==> config.mk <==
export PLATFORM = sky130hd
export DESIGN_NAME = qoi_full_pixel_encoder_v2
export DESIGN_NICKNAME = d
export VERILOG_FILES = /design/src/rtl/qoi_full_pixel_encoder_v2.sv
export SDC_FILE = /design/constraint.sdc
export NUM_CORES = 1
export LEC_CHECK = 0
export CAP_MARGIN = 20
export CORE_AREA = 5 5 73 75
export DETAILED_ROUTE_END_ITERATION = 7
export DIE_AREA = 0 0 78 80
export DONT_BUFFER_PORTS = 1
export PLACE_DENSITY = 0.7
export SYNTH_ARGS = -nofsm -noshare
export SYNTH_HDL_FRONTEND = slang
export SYNTH_SLANG_ARGS = --single-unit
export TNS_END_PERCENT = 5
==> constraint.sdc <==
create_clock -name clk -period 2.1 [get_ports clk]
set_input_delay 0.42 -clock clk [delete_from_list [all_inputs] [get_ports clk]]
set_output_delay 0.42 -clock clk [all_outputs]
set_load 0.02 [all_outputs]
==> src/rtl/qoi_full_pixel_encoder_v2.sv <==
// QOI full-pixel encoder: one QOI_OP_RGB / QOI_OP_RGBA op per accepted pixel, with
// valid/ready on both sides and a frame_start sideband that restarts the alpha history.
module qoi_full_pixel_encoder_v2 #(
  parameter int unsigned COMPONENTS = 4,
  parameter bit          FORCE_RGBA = 1'b0
) (
  input  logic                    clk,
  input  logic                    rst,
  input  logic [8*COMPONENTS-1:0] pixel,
  input  logic                    pixel_valid,
  input  logic                    frame_start,
  output logic                    pixel_ready,
  output logic [7:0]              ostream,
  output logic                    wr_en,
  input  logic                    wr_ready,
  output logic                    op_last,
  output logic                    is_rgba
);

  if (COMPONENTS != 3 && COMPONENTS != 4) begin : g_bad_components
    $error("qoi_full_pixel_encoder_v2: COMPONENTS must be 3 or 4");
  end

  localparam int unsigned PW       = 8 * COMPONENTS;
  localparam bit          HasAlpha = (COMPONENTS == 4);

  typedef enum logic [2:0] {StIdle, StTag, StR, StG, StB, StA} state_e;

  state_e        state_q, state_d;
  logic [PW-1:0] pixbuf_q, pixbuf_d;
  logic          rgba_sel_q, rgba_sel_d;
  logic [7:0]    prev_alpha_q, prev_alpha_d;
  logic [7:0]    ref_alpha;
  logic          accept;
  logic          advance;

  // Outputs are decoded from registered state only, so they cannot move during a stall.
  always_comb begin
    wr_en   = 1'b0;
    ostream = 8'h00;
    op_last = 1'b0;
    unique case (state_q)
      StIdle: ;
      StTag: begin
        wr_en   = 1'b1;
        ostream = rgba_sel_q ? 8'hFF : 8'hFE;
      end
      StR: begin
        wr_en   = 1'b1;
        ostream = pixbuf_q[PW-1 -: 8];
      end
      StG: begin
        wr_en   = 1'b1;
        ostream = pixbuf_q[PW-9 -: 8];
      end
      StB: begin
        wr_en   = 1'b1;
        ostream = pixbuf_q[PW-17 -: 8];
        op_last = !rgba_sel_q;
      end
      StA: begin
        wr_en   = 1'b1;
        ostream = pixbuf_q[7:0];
        op_last = 1'b1;
      end
      default: ;
    endcase
    is_rgba = wr_en & rgba_sel_q;
  end

  assign advance     = wr_en & wr_ready;
  assign pixel_ready = (state_q == StIdle) | (wr_en & op_last & wr_ready);
  assign accept      = pixel_valid & pixel_ready;
  assign ref_alpha   = frame_start ? 8'hFF : prev_alpha_q;

  always_comb begin
    state_d      = state_q;
    pixbuf_d     = pixbuf_q;
    rgba_sel_d   = rgba_sel_q;
    prev_alpha_d = prev_alpha_q;

    if (accept) begin
      pixbuf_d   = pixel;
      rgba_sel_d = HasAlpha && (FORCE_RGBA || (pixel[7:0] != ref_alpha));
      if (HasAlpha) prev_alpha_d = pixel[7:0];
    end

    unique case (state_q)
      StIdle: if (accept) state_d = StTag;
      StTag:  if (advance) state_d = StR;
      StR:    if (advance) state_d = StG;
      StG:    if (advance) state_d = StB;
      // A new pixel can only be accepted on the op's final byte handshake.
      StB:    if (advance) state_d = rgba_sel_q ? StA : (accept ? StTag : StIdle);
      StA:    if (advance) state_d = accept ? StTag : StIdle;
      default: state_d = StIdle;
    endcase
  end

  always_ff @(posedge clk) begin
    if (rst) begin
      state_q      <= StIdle;
      pixbuf_q     <= '0;
      rgba_sel_q   <= 1'b0;
      prev_alpha_q <= 8'hFF;
    end else begin
      state_q      <= state_d;
      pixbuf_q     <= pixbuf_d;
      rgba_sel_q   <= rgba_sel_d;
      prev_alpha_q <= prev_alpha_d;
    end
  end

endmodule

==> run summary, run 1 <==
post-synthesis instance area: 0.002196 mm2
distinct cell type count of the synthesized netlist: 36
Detailed Route Iter0 Violations: 167
Critical Path Start Type: flop
Slew HR: 74.20%
Yosys warning count: 0
number of endpoints failing setup at the final stage: 0
final worst path period need: 1.998 ns
Hold Path Cell Cnt: 1
number of placement rows: 25
VDD IR max: 0.0005282 V
share of final-layout standard cells stronger than drive strength 1: 11.50%
number of slew-limit violations in the final report: 0
TritonCTS sink count: 44
final routed DRC violation total: 0
post-route clock period utilization: 95.16%
count of flip-flops with a built-in enable after synthesis: 0
measured slew at the worst slew-check pin: 0.3858 ns
Critical Path AT: 1.58 ns
worst skew pair latency: 0.29 ns
Setup Total Neg Slack: 0 ns
Critical Path Fanout Max: 16
post-synthesis instance total: 288
final net count: 325
first-pass GRT wire length: 8687 um
ANT cells: 0
via count normalized by instance count: 5.748
Reg-to-Reg End: rgba_sel_q
type of element capturing the critical path: output port
non-filler cells in the finished layout: 341
top cell types by occurrence after synthesis: nand2_1 (86), a21oi_1 (49), dfxtp_1 (44)
PortBufs: 0
die width: 78 um
outcome: complete, no violations
largest area contributor in the netlist: dfxtp_1
buffers inserted by post-CTS timing repair: 0
clock edge transition at the registers on the reported setup and hold paths: 0.08 ns
io pins: 49
root buffer selected by CTS: clkbuf_8
unrepaired setup endpoints after global routing: yes
Crit Path Class: reg -> out
die height: 80 um
via count of the first global-routing pass: 1848
DIE AREA: 0.006240 mm2
clock tree from TritonCTS: built
most used standard cell by instance count after synthesis: nand2_1
PostCTS Resize Cnt: 8
sequential area share after synthesis: 40.11%
r2r worst-path depth: 6
vias after detailed routing: 1960
count of filler cells inserted in the layout: 452
launch instance of the worst min-delay path: rst
number of iterations in the first detailed-routing pass: 4
data required time at the worst endpoint: 1.68 ns
Bufs on Longest Clock Path: 2
number of maximum-capacitance violations: 0
Layout Utilization: 50.80%
overall track demand over capacity in global routing: 17.04%
power per cell area: 964.2 mW/mm2
Area growth syn-to-layout: 6.382%
HPWL after DPL: 3565 um
top flip-flop cell by instance count after synthesis: dfxtp_1
routability congestion estimate from global placement: 0.8578
post-synth top area share: 40.11%
share of async-settable or async-resettable flops after synthesis: 0%
setup slack on the worst flop-to-flop path: 0.42 ns
CTS H-tree lvls: 2
number of synthesized register bits: 44
Max Clock Skew: 0.003986 ns
Placed Instances: 333
remaining antenna violation count: 0
terminating pin of the worst hold path: state_q[0]
synthesized net count: 327
post-placement worst setup slack: 0.2466 ns
starting utilization of the core area: 47.76%
Core Footprint: 0.004598 mm2
total CTS buffers: 5
cell leakage power: 0.8640 nW
final wirelength: 5157 um
CTS Hold Buffers Added: 0
Hold Fails Final Rpt: 0
Hold/Removal Path Class: in -> reg
max frequency: 500.4 MHz
Mean Syn Cell Area: 7.625 um2
pin count of the biggest net entering global routing: 45
total power draw: 2.252 mW
leftover overflow at the end of global routing: 0
startpoint of the worst register-to-register path: state_q[0]
initial antenna violation count: 0
slack of the critical path: 0.1016 ns
biggest area contributors in the synthesized netlist: dfxtp_1 (40%), nand2_1 (15%), a21oi_1 (11%), mux2i_1 (3.6%), and2_1 (2.8%)
post-DR wirelength/cell: 15.12 um
==> area by class of cell <==
| type | count | area, um2 | share of cell area, % |
|---|---|---|---|
| Sequential cell | 44 | 883.3 | 37.81 |
| Timing Repair Buffer | 11 | 82.58 | 3.535 |
| Clock inverter | 2 | 10.01 | 0.4285 |
| Clock buffer | 6 | 82.58 | 3.535 |
| Tap cell | 54 | 67.56 | 2.892 |
| Inverter | 2 | 8.758 | 0.3749 |
| Multi-Input combinational cell | 222 | 1201 | 51.42 |
==> worst max-delay path by stage <==
stage | startpoint | cells after the start | slack, ns | end
CTS | state_q[0] | 5 | 0.03 | ostream[0]
floorplan | state_q[0] | 5 | 0.21 | is_rgba
global route | state_q[0] | 5 | -0.006 | ostream[0]
finish | state_q[2] | 4 | 0.10 | ostream[3]
detailed placement | state_q[2] | 4 | 0.25 | ostream[7]
global placement | state_q[2] | 4 | 0.27 | ostream[7]
==> routing by layer <==
| metal | wire length, um | vias to the layer above | track usage [%] |
|---|---|---|---|
| li1 | - | 989 | - |
| met4 | 92 | 0 | 6.588 |
| met3 | 180 | 6 | 4.289 |
| met5 | 0 | - | 0 |
| met2 | 2515 | 36 | 27.88 |
| met1 | 2369 | 929 | 21.45 |
==> critical path, stage by stage, from the launching register on <==
cell,delay [ns]
dfxtp_2,0.41
buf_4,0.23
nand2b_1,0.27
o22ai_1,0.12
and2_2,0.25
==> power by group <==
part	internal (mW)	leakage, nW	switching, mW
registers	0.945	0.363	0.0801
clock network	0.263	0.0510	0.283
logic	0.280	0.450	0.402
total	1.49	0.864	0.765
==> stage by stage <==
stage	hold slack, ns	instance area (um2)
4_1_cts	0.1791	2332
5_1_grt	0.1682	2336
3_3_place_gp	0.4368	2228
3_5_place_dp	0.4404	2228
2_1_floorplan	0.4312	2196
6_report	0.1967	2336
==> registers in the layout (all words and copies together), names as in the netlist <==
register / count
pixbuf_q: 32
state_q: 3
rgba_sel_q: 1
prev_alpha_q: 8
==> layout by cell type (no fill, tap or decap), drive strengths merged <==
master,n
a21boi,1
a21oi,49
a22oi,7
a311oi,1
a31oi,2
a32oi,1
a41o,1
and2,11
buf,11
clkbuf,6
clkinv,3
dfxtp,44
ha,2
inv,1
mux2i,8
nand2,86
nand2b,8
nand3,1
nor2,9
nor2b,3
nor3,6
nor4,3
nor4bb,1
o21ai,3
o221ai,2
o22ai,7
o311a,1
o32a,2
o32ai,1
or3,1
xnor2,3
xor2,2
==> kinds of logic (layout without fill, tap and decap cells) <==
| logic type | Yosys count | count (layout) | share of synthesized area, % |
|---|---|---|---|
| xor+xnor | 5 | 5 | 1.995 |
| buf+inv | 22 | 21 | 5.698 |
| mux | 8 | 8 | 3.647 |
| flops | 44 | 44 | 40.11 |
| fa+ha+maj | 2 | 2 | 1.139 |
| simple gates | 129 | 129 | 26.15 |
| compound gates | 78 | 78 | 21.25 |
(Power assumes the default switching activity.)
==> run 2, diff against run 1 <==
--- a/config.mk
+++ b/config.mk
@@ -6,11 +6,12 @@
 export NUM_CORES = 1
 export LEC_CHECK = 0
 export CAP_MARGIN = 20
-export CORE_AREA = 5 5 73 75
+export CORE_AREA = 5 5 70 72
 export DETAILED_ROUTE_END_ITERATION = 7
-export DIE_AREA = 0 0 78 80
+export DIE_AREA = 0 0 75 77
 export DONT_BUFFER_PORTS = 1
-export PLACE_DENSITY = 0.7
+export PLACE_DENSITY = 0.75
+export SETUP_SLACK_MARGIN = 0.1
 export SYNTH_ARGS = -nofsm -noshare
 export SYNTH_HDL_FRONTEND = slang
 export SYNTH_SLANG_ARGS = --single-unit
==> run 2 against run 1 <==
Effect of this change: via count is 2.5% lower; count of clock-buffer cells in the layout did not move; die area shrank 7.5%.
==> run summary, run 2 (same netlist as run 1, synthesis figures left out) <==
die width: 75 um (-3.8%)
leftover overflow at the end of global routing: 0 (unchanged)
slack of the critical path: 0.1828 ns (+0.08121 ns)
r2r worst-path depth: 6 (unchanged)
Max Clock Skew: 0.005485 ns (+0.001498 ns)
measured slew at the worst slew-check pin: 0.3663 ns (-0.01952 ns)
via count of the first global-routing pass: 1806 (-2.3%)
Critical Path AT: 1.50 ns (-0.08 ns)
multi-input logic area: 0.001210 mm2 (+0.73%)
cell leakage power: 0.8709 nW (+0.80%)
most frequent standard cell in the layout excluding fill and tap cells: nand2_1
CTS H-tree lvls: 2 (unchanged)
outcome: complete, no violations
data required time at the worst endpoint: 1.68 ns (about the same)
DIE AREA: 0.005775 mm2 (-7.5%)
post-route clock period utilization: 91.30% (-3.9 points)
Hold/Removal Path Class: in -> reg
final routed DRC violation total: 0 (unchanged)
share of final-layout standard cells stronger than drive strength 1: 11.15% (-0.35 points)
register ranked first by flip-flop count: pixbuf_q
Slew HR: 75.50% (+1.3 points)
final wirelength: 4768 um (-7.5%)
Hold Fails Final Rpt: 0 (unchanged)
number of maximum-capacitance violations: 0 (unchanged)
biggest regs: pixbuf_q (32), prev_alpha_q (8), state_q (3)
clock edge transition at the registers on the reported setup and hold paths: 0.07 ns (about the same)
Critical Path Start Type: flop
Finished Cell Area: 0.002370 mm2 (+1.4%)
count of filler cells inserted in the layout: 401 (-11%)
TritonCTS sink count: 44 (unchanged)
setup slack on the worst flop-to-flop path: 0.51 ns (+0.09 ns)
worst path cell trace: clkinv_1, buf_4, nor2_1, a21oi_1, o221ai_1, and2_1
worst skew pair latency: 0.29 ns (about the same)
final worst path period need: 1.917 ns (-0.08121 ns)
CP delay by family, top: simple AND/OR/NAND/NOR gates
post-DR wirelength/cell: 14.06 um (-7.0%)
unrepaired setup endpoints after global routing: yes
vias after detailed routing: 1911 (-2.5%)
number of endpoints failing setup at the final stage: 0 (unchanged)
Max stage delay cell, worst path: dfxtp_1
Crit Path Class: reg -> out
Bufs on Longest Clock Path: 2 (unchanged)
clock tree from TritonCTS: built
terminating pin of the worst hold path: rgba_sel_q
overall track demand over capacity in global routing: 17.78% (+0.74 points)
starting utilization of the core area: 51.86% (+4.1 points)
Setup Total Neg Slack: 0 ns (unchanged)
number of placement rows: 24 (-4.0%)
root buffer selected by CTS: clkbuf_8
initial antenna violation count: 0 (unchanged)
final net count: 325 (unchanged)
flip-flop and latch area: 885.9 um2 (+0.28%)
Reg-to-Reg End: rgba_sel_q
Crit path buffers/inverters: 2 (+1)
Core Footprint: 0.004234 mm2 (-7.9%)
startpoint of the worst register-to-register path: state_q[0]
die height: 77 um (-3.8%)
buffers inserted by post-CTS timing repair: 0 (unchanged)
Hold Path Cell Cnt: 1 (unchanged)
PortBufs: 0 (unchanged)
pin count of the biggest net entering global routing: 45 (unchanged)
launch instance of the worst min-delay path: rst
number of iterations in the first detailed-routing pass: 4 (unchanged)
first-pass GRT wire length: 8107 um (-6.7%)
total CTS buffers: 5 (unchanged)
Layout Utilization: 55.97% (+5.2 points)
type of element capturing the critical path: output port
power per cell area: 987.9 mW/mm2 (+2.5%)
critical path's largest stage delay: 0.34 ns (-0.07 ns)
io pins: 49 (unchanged)
most frequent cells in the layout: nand2_1 (86), a21oi_1 (49), dfxtp_1 (42), nor2_1 (9), buf_4 (9)
Detailed Route Iter0 Violations: 104 (-38%)
routability congestion estimate from global placement: 0.8202 (-4.4%)
max reg flops: 32 (unchanged)
remaining antenna violation count: 0 (unchanged)
Critical Path Fanout Max: 7 (-9)
number of slew-limit violations in the final report: 0 (unchanged)
via count normalized by instance count: 5.637 (-1.9%)
ANT cells: 0 (unchanged)
HPWL after DPL: 3454 um (-3.1%)
VDD IR max: 0.0004853 V (-8.1%)
Hold WS: 0.1940 ns (-0.002763 ns)
instance area after placement: 0.002226 mm2 (-0.11%)
Area growth syn-to-layout: 7.920%
CTS Hold Buffers Added: 0 (unchanged)
max frequency: 521.6 MHz (+4.2%)
post-placement worst setup slack: 0.2329 ns (-0.01367 ns)
==> run 2: cell count changes in the layout (fill, tap and decap cells not counted), sizes merged <==
| cell | change |
|---|---|
| bufinv | +1 |
| clkinv | -1 |
==> run 2: layout make-up <==
type                            count  area share (%)
Clock inverter                      2           1.478
Multi-Input combinational cell    222           51.06
Inverter                            2          0.3168
Tap cell                           52           2.746
Timing Repair Buffer               11           3.960
Clock buffer                        6           3.062
Sequential cell                    44           37.38
==> run 2: layer usage <==
metal,up-vias,share of wire (%),track usage [%]
met4,0,1.5,5.872
met1,882,45,22.12
met5,-,0,0
met3,5,4.3,5.098
met2,35,50,28.92
li1,989,-,-
==> run 2: what timing repair did <==
action                     4_1_cts  5_1_grt
resized for setup                8        9
gates cloned                     0        0
setup endpoints to repair        8        9
pin swaps                        0        0
==> run 2: where the power goes <==
group | leakage [nW] | internal (mW) | switching [mW]
combinational | 0.453 | 0.292 | 0.396
clock | 0.0552 | 0.353 | 0.267
sequential | 0.363 | 0.947 | 0.0868
==> run 2: stage by stage <==
| stage | total power [mW] | instances |
|---|---|---|
| after detailed placement | 1.720 | 331 |
| after global routing | 2.503 | 339 |
| after floorplan | 1.602 | 288 |
| after CTS | 2.350 | 339 |
| after global placement | 1.704 | 331 |
| final | 2.341 | 339 |
==> run 2: how the worst max path moves through the flow <==
stage / startpoint / end / slack [ns] / cells past startpoint
floorplan: state_q[0] / is_rgba / 0.21 / 5
global placement: state_q[0] / ostream[5] / 0.30 / 5
detailed placement: state_q[0] / ostream[5] / 0.23 / 5
CTS: state_q[0] / ostream[7] / 0.07 / 5
global route: state_q[1] / ostream[6] / 0.06 / 6
finish: state_q[1] / ostream[6] / 0.18 / 6
==> run 2: worst register-to-register path, stage by stage, from the launching register on <==
cell	delay, ns
dfxtp_4	0.39
buf_4	0.17
nor2_1	0.10
a41o_1	0.15
and2_4	0.38
nor2_1	0.09
a311oi_2	0.23
